$ cat src/rtl/uart_tx_tick_pkg.sv
// uart_tx_tick shared definitions: FSM encoding,
// frame-format limits and the parity helper.
package uart_tx_tick_pkg;

  localparam int DATA_BITS_MIN = 5;
  localparam int DATA_BITS_MAX = 8;
  localparam int STOP_BITS_MIN = 1;
  localparam int STOP_BITS_MAX = 2;

  typedef logic [2:0] tx_state_t;

  localparam tx_state_t ST_IDLE   = 3'd0;
  localparam tx_state_t ST_ARMED  = 3'd1;
  localparam tx_state_t ST_START  = 3'd2;
  localparam tx_state_t ST_DATA   = 3'd3;
  localparam tx_state_t ST_PARITY = 3'd4;
  localparam tx_state_t ST_STOP   = 3'd5;

  function automatic logic frame_parity(
    input logic [DATA_BITS_MAX-1:0] data,
    input logic                     odd
  );
    return (^data) ^ odd;
  endfunction

endpackage

$ cat src/rtl/uart_tx_tick.sv
// UART transmitter, LSB first, bit timing taken
// from the external one-cycle BAUD_TICK strobe.
module uart_tx_tick
  import uart_tx_tick_pkg::*;
#(
  parameter int DATA_BITS  = 8,
  parameter int PARITY_EN  = 0,
  parameter int PARITY_ODD = 0,
  parameter int STOP_BITS  = 1
) (
  input  logic                 CLK_IN,
  input  logic                 RST,
  input  logic                 BAUD_TICK,
  input  logic [DATA_BITS-1:0] TX_DATA,
  input  logic                 TX_VALID,
  output logic                 TX_READY,
  output logic                 TXD,
  output logic                 BUSY,
  output logic                 TX_DONE
);

  localparam int NBITS =
    (DATA_BITS < DATA_BITS_MIN) ? DATA_BITS_MIN :
    (DATA_BITS > DATA_BITS_MAX) ? DATA_BITS_MAX :
    DATA_BITS;

  localparam logic [2:0] LAST_BIT = 3'(NBITS - 1);

  localparam logic LAST_STOP =
    (STOP_BITS > STOP_BITS_MIN) ? 1'b1 : 1'b0;

  localparam logic ODD = (PARITY_ODD != 0);
  localparam logic PEN = (PARITY_EN != 0);

  tx_state_t              state;
  logic [DATA_BITS-1:0]   shreg;
  logic [2:0]             bit_cnt;
  logic                   stop_cnt;
  logic                   par_bit;
  logic                   accept;
  logic [DATA_BITS_MAX-1:0] data_ext;

  assign accept = TX_VALID && TX_READY;

  always_comb begin
    data_ext = '0;
    data_ext[DATA_BITS-1:0] = TX_DATA;
  end

  always_ff @(posedge CLK_IN or posedge RST) begin
    if (RST) begin
      state    <= ST_IDLE;
      shreg    <= '0;
      bit_cnt  <= '0;
      stop_cnt <= 1'b0;
      par_bit  <= 1'b0;
      TXD      <= 1'b1;
      TX_READY <= 1'b0;
      BUSY     <= 1'b0;
      TX_DONE  <= 1'b0;
    end else begin
      TX_DONE <= 1'b0;
      unique case (state)
        ST_IDLE: begin
          TXD      <= 1'b1;
          TX_READY <= 1'b1;
          // A tick coinciding with accept is ignored:
          // ARMED waits for the next one.
          if (accept) begin
            shreg    <= TX_DATA;
            par_bit  <= frame_parity(data_ext, ODD);
            bit_cnt  <= '0;
            stop_cnt <= 1'b0;
            state    <= ST_ARMED;
            BUSY     <= 1'b1;
            TX_READY <= 1'b0;
          end
        end
        ST_ARMED: begin
          if (BAUD_TICK) begin
            state <= ST_START;
            TXD   <= 1'b0;
          end
        end
        ST_START: begin
          if (BAUD_TICK) begin
            state <= ST_DATA;
            TXD   <= shreg[0];
            shreg <= shreg >> 1;
          end
        end
        ST_DATA: begin
          if (BAUD_TICK) begin
            if (bit_cnt == LAST_BIT) begin
              bit_cnt <= '0;
              if (PEN) begin
                state <= ST_PARITY;
                TXD   <= par_bit;
              end else begin
                state <= ST_STOP;
                TXD   <= 1'b1;
              end
            end else begin
              bit_cnt <= bit_cnt + 3'd1;
              TXD     <= shreg[0];
              shreg   <= shreg >> 1;
            end
          end
        end
        ST_PARITY: begin
          if (BAUD_TICK) begin
            state <= ST_STOP;
            TXD   <= 1'b1;
          end
        end
        ST_STOP: begin
          TXD <= 1'b1;
          if (BAUD_TICK) begin
            if (stop_cnt == LAST_STOP) begin
              stop_cnt <= 1'b0;
              state    <= ST_IDLE;
              TX_DONE  <= 1'b1;
              BUSY     <= 1'b0;
              TX_READY <= 1'b1;
            end else begin
              stop_cnt <= 1'b1;
            end
          end
        end
        default: begin
          state    <= ST_IDLE;
          TXD      <= 1'b1;
          BUSY     <= 1'b0;
          TX_READY <= 1'b0;
        end
      endcase
    end
  end

endmodule
$ cat config.mk
export PLATFORM = sky130hd
export DESIGN_NAME = uart_tx_tick
export DESIGN_NICKNAME = d
export VERILOG_FILES = /design/src/rtl/uart_tx_tick_pkg.sv /design/src/rtl/uart_tx_tick.sv
export SDC_FILE = /design/constraint.sdc
export NUM_CORES = 1
export LEC_CHECK = 0
export ABC_AREA = 1
export BUFFER_PORTS_ARGS = -buffer_cell sky130_fd_sc_hd__buf_2
export CORE_MARGIN = 10
export CORE_UTILIZATION = 59
export CTS_CLUSTER_SIZE = 28
export DETAILED_ROUTE_END_ITERATION = 6
export PLACE_DENSITY_LB_ADDON = 0.25
export RECOVER_POWER = 100
export SLEW_MARGIN = 20
export SYNTH_ARGS = -nofsm -noshare
export SYNTH_HDL_FRONTEND = slang
export SYNTH_SLANG_ARGS = --single-unit
$ cat constraint.sdc
create_clock -name CLK_IN -period 2 [get_ports CLK_IN]
set_input_delay 0.4 -clock CLK_IN [delete_from_list [all_inputs] [get_ports CLK_IN]]
set_output_delay 0.4 -clock CLK_IN [all_outputs]
set_load 0.005 [all_outputs]
==> results of run 1 <==
[power by group through the flow]
stage	sequential (uW)	clock (uW)	combinational (uW)
floorplan	585	0	936
global placement	624	0	976
detailed placement	630	0	1000
CTS	621	231	1010
global route	632	247	1070
finish	611	226	924
[flip-flops by register name, summed over array words and instances, names as in the netlist]
register / flops
BUSY: 1
bit_cnt: 3
state: 3
TX_DONE: 1
TX_READY: 1
shreg: 8
TXD: 1
[path summary, 6_finish.rpt]
kind	to	slack [ns]	from
min in group CLK_IN	shreg[7]$_DFFE_PP0P_	0.33	TX_DATA[7]
max in group asynchronous	shreg[5]$_DFFE_PP0P_	1.38	RST
min	shreg[1]$_DFFE_PP0P_	0.18	RST
min reg2reg	bit_cnt[2]$_DFFE_PP0P_	0.49	bit_cnt[2]$_DFFE_PP0P_
max reg2reg	state[2]$_DFFE_PP0P_	0.36	state[1]$_DFFE_PP0P_
max	state[2]$_DFFE_PP0P_	0.36	state[1]$_DFFE_PP0P_
[stage by stage]
stage,hold WS [ns],instance area (sq um)
floorplan,0.338,1090
global placement,0.470,1150
detailed placement,0.468,1150
CTS,0.198,1190
global route,0.231,1140
finish,0.184,1140
[placed cells by master (no fill, tap or decap), types with 4 or more instances in the layout]
| master | netlist | layout |
|---|---|---|
| o21ai_2 | 7 | 5 |
| dfrtp_1 | 17 | 17 |
| nor2_1 | 6 | 9 |
| nand3_1 | 6 | 7 |
| nand2_1 | 45 | 49 |
| buf_2 | 0 | 12 |
| inv_1 | 12 | 14 |
| o21ai_0 | 9 | 11 |
| o21ai_1 | 4 | 4 |
[logic make-up after synthesis]
family / count (synthesis)
AND/OR/NAND/NOR: 74
flip-flops: 18
AO/OA/AOI/OAI: 22
adder cells (fa/ha/maj): 2
buffers and inverters: 20
[metal layers]
layer / share of wire / GRT usage
met5: 0 / 0
met4: 0.012 / 0.0503
met1: 0.48 / 0.131
met3: 0.034 / 0.0251
met2: 0.47 / 0.162
[area by class of cell]
cell class,instances,area [sq um]
Clock buffer,4,36.3
Fill cell,168,602
Inverter,16,60.1
Multi-Input combinational cell,98,493
Sequential cell,18,452
Tap cell,25,31.3
Timing Repair Buffer,15,71.3
==> qor_table.md, run 1 <==
| Item | This run | Unit |
|---|---|---|
| Outcome | finished, final reports clean | - |
| Gate Count Post-Synth | 136 | - |
| Combinational family with the most area after synthesis | simple AND/OR/NAND/NOR gates | - |
| TritonCTS clock tree | done | - |
| Crit. End Element | flop | - |
| Setup repair after global routing missed its margin | no | - |
| Pin slew with the least headroom to its limit | 0.678 | ns |
| Proportion of synthesized chip area in sequential cells | 0.416 | - |
| Final TNS setup | 0 | ns |
| Post-synthesis net count | 150 | - |
| Post-synthesis average cell area | 7.99 | sq um |
| Arrival time of data at the critical path endpoint | 1.83 | ns |
| Static power due to leakage | 0.000610 | uW |
| Power Density | 1540 | nW/um^2 |
| Synth Area in Adders | 0.0230 | - |
| Cell area after technology mapping | 1090 | sq um |
| H-tree depth reported by CTS | 1 | - |
| Number of antenna violations at the first check in global routing | 0 | - |
| Worst setup slack before clock tree synthesis | 0.425 | ns |
| Switching Share | 0.467 | - |
| Gp weighted congestion | 0.823 | - |
| Clock network fraction of total power | 0.128 | - |
| Maximum clock rate | 610 | MHz |
| Count of buffer and inverter cells on the critical path | 2 | - |
| Post-synth top flop | dfrtp_1 | - |
| Hold crit path type | primary input to asynchronous set/reset pin | - |
| First-pass GRT wire length | 3460 | microns |
| Vertical extent of the die | 62.9 | microns |
| Hold violation total from the final report | 0 | - |
| Setup Viol. Count Final | 0 | - |
| DRT Wirelength | 1990 | microns |
| Max-Slew Margin vs Limit | 0.547 | - |
| Initial core utilization | 0.622 | - |
| Crit path top cell by count | nand2_1 | - |
| Cell taking the most area after synthesis | dfrtp_1 | - |
| Number of DRC violations after detailed routing | 0 | - |
| Critical Path Source Type | flop | - |
| Master of the slowest instance on the critical path | dfrtp_1 | - |
| Top-level I/O count | 16 | - |
| Critical Path Max Stage Delay | 0.43 | ns |
| Number of buffers on the longest clock path | 2 | - |
| Combinational power share | 0.525 | - |
| Remaining antenna violation count | 0 | - |
| Worst reg-to-reg path cell count | 8 | - |
| Cell-by-cell listing of the critical path | inv_1 > nor2_1 > inv_1 > nor2_1 > nor2_2 > nand2_1 > nand2_1 > nand2_1 | - |
| Xor/xnor cell area share of the yosys netlist | 0 | - |
| DIE AREA | 3960 | sq um |
| Maximum VDD drop | 0.734 | mV |
| Post-synth EDFFs | 0 | - |
| Post-Place Cells | 172 | - |
| Routed wirelength normalized by instance count | 11.3 | microns |
| Final non-filler cell total | 176 | - |
| Pint | 938 | uW |
| Switching power total | 821 | uW |
| Number of nets in the layout | 166 | - |
| Crit. path cell count | 8 | - |
| Maximum number of pins on one net before global-route repair | 19 | - |
| DR vias | 884 | - |
| Fraction of the core area covered by cells at the end of the flow | 0.655 | - |
| Maximum fanout encountered on the critical timing path | 16 | - |
| Max Cap Violations | 0 | - |
| Share of synthesized registers carrying an async set or reset | 1.00 | - |
| Warning count from the yosys run | 0 | - |
| Layout cells sized above 1 | 0.192 | - |
| Starting DRT DRC Count | 22 | - |
| Combined global-route utilization of all metal layers | 0.105 | - |
| X dimension of the die | 62.9 | microns |
| Total power | 1760 | uW |
| Share of synthesized area spent on multiplexers | 0 | - |
| Kind of cell adding the most delay to the critical path | simple AND/OR/NAND/NOR gates | - |
| Commonest cells in the synthesized netlist | nand2_1 (45), dfrtp_1 (17), inv_1 (12) | - |
| First drt pass iteration count | 5 | - |
| Period utilization | 0.820 | - |
| Post-synthesis register bit count | 18 | - |
| Synth top area share | 0.392 | - |
| Floorplan Core Area | 1750 | sq um |
| Layout Skew | 0.00431 | ns |
| Final max-slew violation count | 0 | - |
| Required arrival time at the worst endpoint | 2.19 | ns |
| Clock sink count | 18 | - |
| Most common cell in the synthesized netlist | nand2_1 | - |
| Buffer type at the clock tree root | clkbuf_4 | - |
| Final global-route overflow total | 0 | - |
| Count of hold buffers inserted by post-cts repair | 0 | - |
| Sequential group share of total power | 0.347 | - |
| Final worst-path setup slack | 0.360 | ns |
| Vias in the first global route | 796 | - |
| Clock latency reported for the late side of the worst-skew pair | 0.29 | ns |
| Final critical delay including setup and external delays | 1.64 | ns |
| Count of cell types in the netlist | 24 | - |
| Area share of and/or/nand/nor cells after synthesis | 0.333 | - |
| Count of cells resized by post-cts repair | 0 | - |
| Avg Vias per Cell | 5.02 | - |
| Site Rows | 15 | - |
| Critical path type | flop to flop | - |
| Total half-perimeter wirelength after legalization and detailed placement | 1540 | microns |
| Compound-cell area share of the yosys netlist | 0.135 | - |
| Antenna fix cells | 0 | - |
| Number of buffers added by the clock tree synthesis step | 3 | - |
| Relative area change from synthesis to final layout | 5.30 | % |
| Port Buffers | 15 | - |
| Buffers inserted by post-CTS timing repair | 0 | - |
| Clock-pin slew on the worst setup and hold paths | 0.11 | ns |
| Most area-consuming cells after synthesis | dfrtp_1 (39%), nand2_1 (16%), o21ai_2 (5.6%) | - |
Power figures use the tool's default switching activity.
==> run 2: changes to the inputs <==
Settings changed: CORE_UTILIZATION 59 to 50.
Clock period 2 ns to 1.5 ns, I/O delays scaled along.
==> run 2 against run 1 <==
  * Flip-flop and latch count unchanged
  * Clock power grew 36%
  * Non-clock buffer count grew 9
  * Final cell count increased by 6.3%
  * Design area is 14% higher
  * Die area is 12% higher
  * Global-route usage is 0.84 points lower
  * Setup slack lost 0.30 ns
  * Routed wire length increased by 12%
  * Highest routed layer unchanged
==> qor_table.md, run 2 (synthesis results as in run 1) <==
| Item | This run | Unit | Change |
|---|---|---|---|
| Number of DRC violations after detailed routing | 0 | - | unchanged |
| TritonCTS clock tree | done | - |  |
| Relative area change from synthesis to final layout | 19.7 | % |  |
| H-tree depth reported by CTS | 1 | - | unchanged |
| Starting DRT DRC Count | 12 | - | -45% |
| Total power | 2810 | uW | +59% |
| Sequential group share of total power | 0.298 | - | -0.049 |
| Fraction of the core area covered by cells at the end of the flow | 0.643 | - | -0.0123 |
| Gp weighted congestion | 0.859 | - | +4.4% |
| Crit. End Element | flop | - |  |
| Antenna fix cells | 0 | - | unchanged |
| Period utilization | 0.957 | - | +0.138 |
| Clock sink count | 18 | - | unchanged |
| Outcome | finished, final reports clean | - |  |
| Worst reg-to-reg path cell count | 8 | - | unchanged |
| Buffer type at the clock tree root | clkbuf_4 | - |  |
| Reg2Reg Setup Slack | 0.06 | ns | -0.30 ns |
| Number of buffers added by the clock tree synthesis step | 3 | - | unchanged |
| End point of the worst hold path | shreg[7]$_DFFE_PP0P_ | - |  |
| Number of nets in the layout | 175 | - | +5.4% |
| Most common cell after layout, fill and taps aside | nand2_1 | - |  |
| Clock latency reported for the late side of the worst-skew pair | 0.30 | ns | about the same |
| Total half-perimeter wirelength after legalization and detailed placement | 1590 | microns | +3.2% |
| Worst hold path stage count | 3 | - |  |
| Switching Share | 0.450 | - | -0.0171 |
| Combined global-route utilization of all metal layers | 0.0962 | - | -0.00837 |
| Clock-pin slew on the worst setup and hold paths | 0.10 | ns | about the same |
| Final critical delay including setup and external delays | 1.44 | ns | -0.204 ns |
| Maximum fanout encountered on the critical timing path | 7 | - | -9 |
| Maximum VDD drop | 1.24 | mV | +68% |
| Combinational power share | 0.592 | - | +0.067 |
| First drt pass iteration count | 4 | - | -1 |
| Top-level I/O count | 16 | - | unchanged |
| Site Rows | 16 | - | +1 |
| Arrival time of data at the critical path endpoint | 1.68 | ns | -0.15 ns |
| Hold violation total from the final report | 0 | - | unchanged |
| Static power due to leakage | 0.000675 | uW | +11% |
| Avg Vias per Cell | 4.93 | - | -1.9% |
| Initial core utilization | 0.537 | - | -0.0851 |
| Worst r2r src | bit_cnt[0]$_DFFE_PP0P_ | - |  |
| DRT Wirelength | 2230 | microns | +12% |
| Max-Slew Margin vs Limit | 0.705 | - | +0.157 |
| Required arrival time at the worst endpoint | 1.75 | ns | -0.44 ns |
| Port Buffers | 15 | - | unchanged |
| Clock network fraction of total power | 0.110 | - | -0.018 |
| First-pass GRT wire length | 3450 | microns | -0.38% |
| Critical Path Source Type | flop | - |  |
| Setup repair after global routing missed its margin | yes | - |  |
| Flip-flop count of the largest register after layout | 8 | - | unchanged |
| Largest registers ranked by flip-flop count | shreg x8, bit_cnt x3, state x3 | - |  |
| Layout cells sized above 1 | 0.350 | - | +0.158 |
| Remaining antenna violation count | 0 | - | unchanged |
| Pin slew with the least headroom to its limit | 0.443 | ns | -0.235 ns |
| Largest reg by FF count | shreg | - |  |
| Routed wirelength normalized by instance count | 11.9 | microns | +5.8% |
| Layout Skew | 0.000805 | ns | -0.00350 ns |
| Most used cells in the layout excluding fill and tap cells | nand2_1 (45), dfrtp_1 (15), buf_2 (15) | - |  |
| Critical path type | flop to flop | - |  |
| Floorplan Core Area | 2020 | sq um | +16% |
| Final max-slew violation count | 0 | - | unchanged |
| Number of antenna violations at the first check in global routing | 0 | - | unchanged |
| X dimension of the die | 66.6 | microns | +5.9% |
| R2r endpoint | shreg[7]$_DFFE_PP0P_ | - |  |
| Minimum hold slack | 0.219 | ns | +0.0353 ns |
| Switching power total | 1260 | uW | +54% |
| Maximum number of pins on one net before global-route repair | 19 | - | unchanged |
| DIE AREA | 4440 | sq um | +12% |
| Vias in the first global route | 830 | - | +4.3% |
| Power Density | 2160 | nW/um^2 | +40% |
| Number of buffers on the longest clock path | 2 | - | unchanged |
| Hold Startpoint | TX_DATA[7] | - |  |
| Filler Cells Inserted | 180 | - | +7.1% |
| Maximum clock rate | 696 | MHz | +14% |
| Vertical extent of the die | 66.6 | microns | +5.9% |
| Setup Viol. Count Final | 0 | - | unchanged |
| Final global-route overflow total | 0 | - | unchanged |
| Hold crit path type | primary input to flop | - |  |
| DR vias | 921 | - | +4.2% |
| Max Cap Violations | 0 | - | unchanged |
| Pint | 1540 | uW | +65% |
## run 2: worst max path at each step
stage / start / end / depth (start not counted)
floorplan: bit_cnt[0]$_DFFE_PP0P_ / shreg[1]$_DFFE_PP0P_ / 8
global placement: bit_cnt[0]$_DFFE_PP0P_ / shreg[3]$_DFFE_PP0P_ / 8
detailed placement: bit_cnt[0]$_DFFE_PP0P_ / shreg[5]$_DFFE_PP0P_ / 8
CTS: bit_cnt[0]$_DFFE_PP0P_ / shreg[6]$_DFFE_PP0P_ / 8
global route: bit_cnt[0]$_DFFE_PP0P_ / shreg[7]$_DFFE_PP0P_ / 8
finish: bit_cnt[0]$_DFFE_PP0P_ / shreg[7]$_DFFE_PP0P_ / 8
## run 2: critical path, stage by stage (launching register included)
cell       delay (ns)
dfrtp_1          0.42
ha_1             0.21
ha_2             0.18
nand2_2          0.09
nand2_4          0.06
nor2_4           0.13
clkbuf_16        0.18
nand3_2          0.05
nand2_1          0.05
## run 2: layout make-up
type	instances	area (sq um)	share of cell area
clock buffer	4	36.3	0.0279
inverter	16	60.1	0.0462
timing repair buffer	24	173	0.133
sequential	18	454	0.349
tap	27	33.8	0.0260
multi-input combinational	98	543	0.418
## run 2: timing repair
| action | in CTS | in global routing |
|---|---|---|
| buffers inserted | 0 | 2 |
| hold buffers | 1 | 0 |
| hold endpoints to repair | 17 | 0 |
| setup endpoints to repair | 0 | 15 |
| gates resized for setup | 0 | 5 |
## run 2: power by group through the flow
stage	clock network, uW	logic [uW]	registers [uW]
finish	308	1660	836
global route	327	1860	857
CTS	313	1520	827
detailed placement	0	1510	837
global placement	0	1480	831
floorplan	0	1250	780
## run 2: layer usage
metal	vias to the layer above	share of wire	global-route usage
li1	479	-	-
met1	422	0.45	0.118
met2	15	0.47	0.152
met3	5	0.045	0.0251
met4	0	0.025	0.0471
met5	-	0	0
## run 2: stage by stage
stage / TNS [ns] / setup WS [ns] / cells / cell area, sq um
6_report: 0 / 0.0640 / 187 / 1300
3_3_place_gp: 0 / 0.0894 / 179 / 1200
3_5_place_dp: 0 / 0.0686 / 179 / 1200
2_1_floorplan: 0 / 0.127 / 136 / 1090
4_1_cts: 0 / 0.0389 / 184 / 1250
5_1_grt: -0.0627 / -0.0208 / 187 / 1300
==> run 3: changes to the inputs <==
Settings changed: CAP_MARGIN set to 5, MAX_ROUTING_LAYER set to met4.
==> run 3 against run 2 <==
  * Power about the same
  * Critical path depth unchanged
  * Global-route usage up 0.27 points
  * Largest power group unchanged
==> qor_table.md, run 3 (synthesis results as in run 1) <==
| Item | This run | Unit | Change |
|---|---|---|---|
| Relative area change from synthesis to final layout | 19.7 | % | unchanged |
| Pint | 1540 | uW | about the same |
| H-tree depth reported by CTS | 1 | - | unchanged |
| Number of buffers on the longest clock path | 2 | - | unchanged |
| Final critical delay including setup and external delays | 1.43 | ns | -0.00163 ns |
| DRT Wirelength | 2240 | microns | +0.13% |
| Flip-flop count of the largest register after layout | 8 | - | unchanged |
| Pin slew with the least headroom to its limit | 0.443 | ns | -0.000106 ns |
| Setup repair after global routing missed its margin | yes | - |  |
| Largest registers ranked by flip-flop count | shreg x8, bit_cnt x3, state x3 | - |  |
| Antenna fix cells | 0 | - | unchanged |
| Most used cells in the layout excluding fill and tap cells | nand2_1 (45), dfrtp_1 (15), buf_2 (15) | - |  |
| Maximum clock rate | 697 | MHz | +0.11% |
| Number of antenna violations at the first check in global routing | 0 | - | unchanged |
| Number of buffers added by the clock tree synthesis step | 3 | - | unchanged |
| Final worst-path setup slack | 0.0656 | ns | +0.00163 ns |
| Avg Vias per Cell | 4.93 | - | +0.11% |
| Sequential group share of total power | 0.298 | - | about the same |
| Final non-filler cell total | 187 | - | unchanged |
| Combined global-route utilization of all metal layers | 0.0989 | - | +0.00269 |
| Critical path type | flop to flop | - |  |
| Setup Viol. Count Final | 0 | - | unchanged |
| Power Density | 2160 | nW/um^2 | about the same |
| DR vias | 922 | - | +0.11% |
| Number of nets in the layout | 175 | - | unchanged |
| Vertical extent of the die | 66.6 | microns | unchanged |
| Number of DRC violations after detailed routing | 0 | - | unchanged |
| Layout Skew | 0.00182 | ns | +0.00102 ns |
| R2r endpoint | shreg[7]$_DFFE_PP0P_ | - |  |
| Clock sink count | 18 | - | unchanged |
| Maximum fanout encountered on the critical timing path | 7 | - | unchanged |
| Port Buffers | 15 | - | unchanged |
| Critical Path Source Type | flop | - |  |
| Sequential cell area in the final layout | 454 | sq um | unchanged |
| Static power due to leakage | 0.000675 | uW | unchanged |
| First-pass GRT wire length | 3450 | microns | unchanged |
| Crit. End Element | flop | - |  |
| Filler Cells Inserted | 180 | - | unchanged |
| Layout cells sized above 1 | 0.350 | - | unchanged |
| Period utilization | 0.956 | - | -0.00108 |
| Maximum VDD drop | 1.24 | mV | about the same |
| Post-Place Cells | 179 | - | unchanged |
| First drt pass iteration count | 4 | - | unchanged |
| Final global-route overflow total | 0 | - | unchanged |
| Outcome | finished, final reports clean | - |  |
| Hold violation total from the final report | 0 | - | unchanged |
| TritonCTS clock tree | done | - |  |
| Combined area of the multi-input logic cells | 543 | sq um | unchanged |
| Max Cap Violations | 0 | - | unchanged |
| Max-Slew Margin vs Limit | 0.705 | - | about the same |
| Largest reg by FF count | shreg | - |  |
| Critical path startpoint | bit_cnt[0]$_DFFE_PP0P_ | - |  |
| Arrival time of data at the critical path endpoint | 1.68 | ns | about the same |
| Required arrival time at the worst endpoint | 1.75 | ns | about the same |
| Floorplan Core Area | 2020 | sq um | unchanged |
| Starting DRT DRC Count | 12 | - | unchanged |
| Maximum number of pins on one net before global-route repair | 19 | - | unchanged |
| Total half-perimeter wirelength after legalization and detailed placement | 1590 | microns | unchanged |
| DIE AREA | 4440 | sq um | unchanged |
| Gp weighted congestion | 0.873 | - | +1.6% |
| Vias in the first global route | 830 | - | unchanged |
| Site Rows | 16 | - | unchanged |
| Worst reg-to-reg path cell count | 8 | - | unchanged |
| Endpoint of the most critical setup path | shreg[7]$_DFFE_PP0P_ | - |  |
| Clock-pin slew on the worst setup and hold paths | 0.10 | ns | about the same |
| Master of the slowest instance on the critical path | dfrtp_1 | - |  |
| Critical Path Max Stage Delay | 0.42 | ns | about the same |
| Final max-slew violation count | 0 | - | unchanged |
| Switching power total | 1260 | uW | about the same |
| Hold crit path type | primary input to flop | - |  |
| Cell-by-cell listing of the critical path | ha_1 > ha_2 > nand2_2 > nand2_4 > nor2_4 > clkbuf_16 > nand3_2 > nand2_1 | - |  |
| Buffer type at the clock tree root | clkbuf_4 | - |  |
| Worst setup slack before clock tree synthesis | 0.0686 | ns | unchanged |
| X dimension of the die | 66.6 | microns | unchanged |
| Initial core utilization | 0.537 | - | unchanged |
| Remaining antenna violation count | 0 | - | unchanged |
| Most common cell after layout, fill and taps aside | nand2_1 | - |  |
| Top-level I/O count | 16 | - | unchanged |
| Reg2Reg Setup Slack | 0.07 | ns | about the same |
| Worst r2r src | bit_cnt[0]$_DFFE_PP0P_ | - |  |
| Clock network fraction of total power | 0.109 | - | about the same |
| Routed wirelength normalized by instance count | 12.0 | microns | +0.13% |
| Combinational power share | 0.593 | - | about the same |
| Switching Share | 0.450 | - | about the same |
| Clock latency reported for the late side of the worst-skew pair | 0.30 | ns | about the same |
## run 3: metal layers
layer	up-vias	part of all wire	global-route usage
met2	15	0.47	0.152
met3	5	0.042	0.0234
met4	0	0.025	0.0471
met1	423	0.46	0.119
met5	-	0	-
li1	479	-	-
## run 3: timing repair
action                     CTS  global route
setup endpoints to repair    0            15
hold endpoints to repair    17             0
gates resized for setup      0             5
hold buffers                 1             0
setup buffers                0             2
## run 3: final cells by class
cell class                      count  share of cell area
Timing Repair Buffer               24               0.133
Sequential cell                    18               0.349
Inverter                           16              0.0462
Clock buffer                        4              0.0279
Multi-Input combinational cell     98               0.418
Tap cell                           27              0.0260
## run 3: how the worst min path moves through the flow
stage | slack (ns) | start | endpoint | cells after the start
final | 0.22 | TX_DATA[7] | shreg[7]$_DFFE_PP0P_ | 3
after CTS | 0.23 | TX_DATA[7] | shreg[7]$_DFFE_PP0P_ | 3
after floorplan | 0.24 | RST | BUSY$_DFFE_PP0P_ | 1
after global routing | 0.23 | TX_DATA[7] | shreg[7]$_DFFE_PP0P_ | 3
after global placement | 0.33 | RST | shreg[1]$_DFFE_PP0P_ | 3
after detailed placement | 0.33 | RST | shreg[2]$_DFFE_PP0P_ | 3
## run 3: worst max-delay path: cells and delay by family (launching register included)
| kind | cells | cell delay, ns |
|---|---|---|
| AND/OR/NAND/NOR | 5 | 0.38 |
| buffers and inverters | 1 | 0.18 |
| flip-flops | 1 | 0.42 |
| adder cells (fa/ha/maj) | 2 | 0.39 |
## run 3: power by group through the flow
stage / clock, uW / sequential (uW) / combinational (uW)
after CTS: 313 / 827 / 1520
after global routing: 327 / 857 / 1860
after global placement: 0 / 831 / 1480
after floorplan: 0 / 780 / 1250
final: 307 / 836 / 1660
after detailed placement: 0 / 837 / 1510
## run 3: stage by stage
step                       util  hold WS (ns)  cell area (sq um)  power (uW)  setup TNS (ns)
final                     0.643         0.218               1300        2810               0
after global routing      0.643         0.226               1300        3050         -0.0627
after CTS                 0.618         0.225               1250        2660               0
after detailed placement  0.595         0.325               1200        2340               0
after global placement    0.595         0.325               1200        2310               0
after floorplan               -         0.238               1090        2030               0
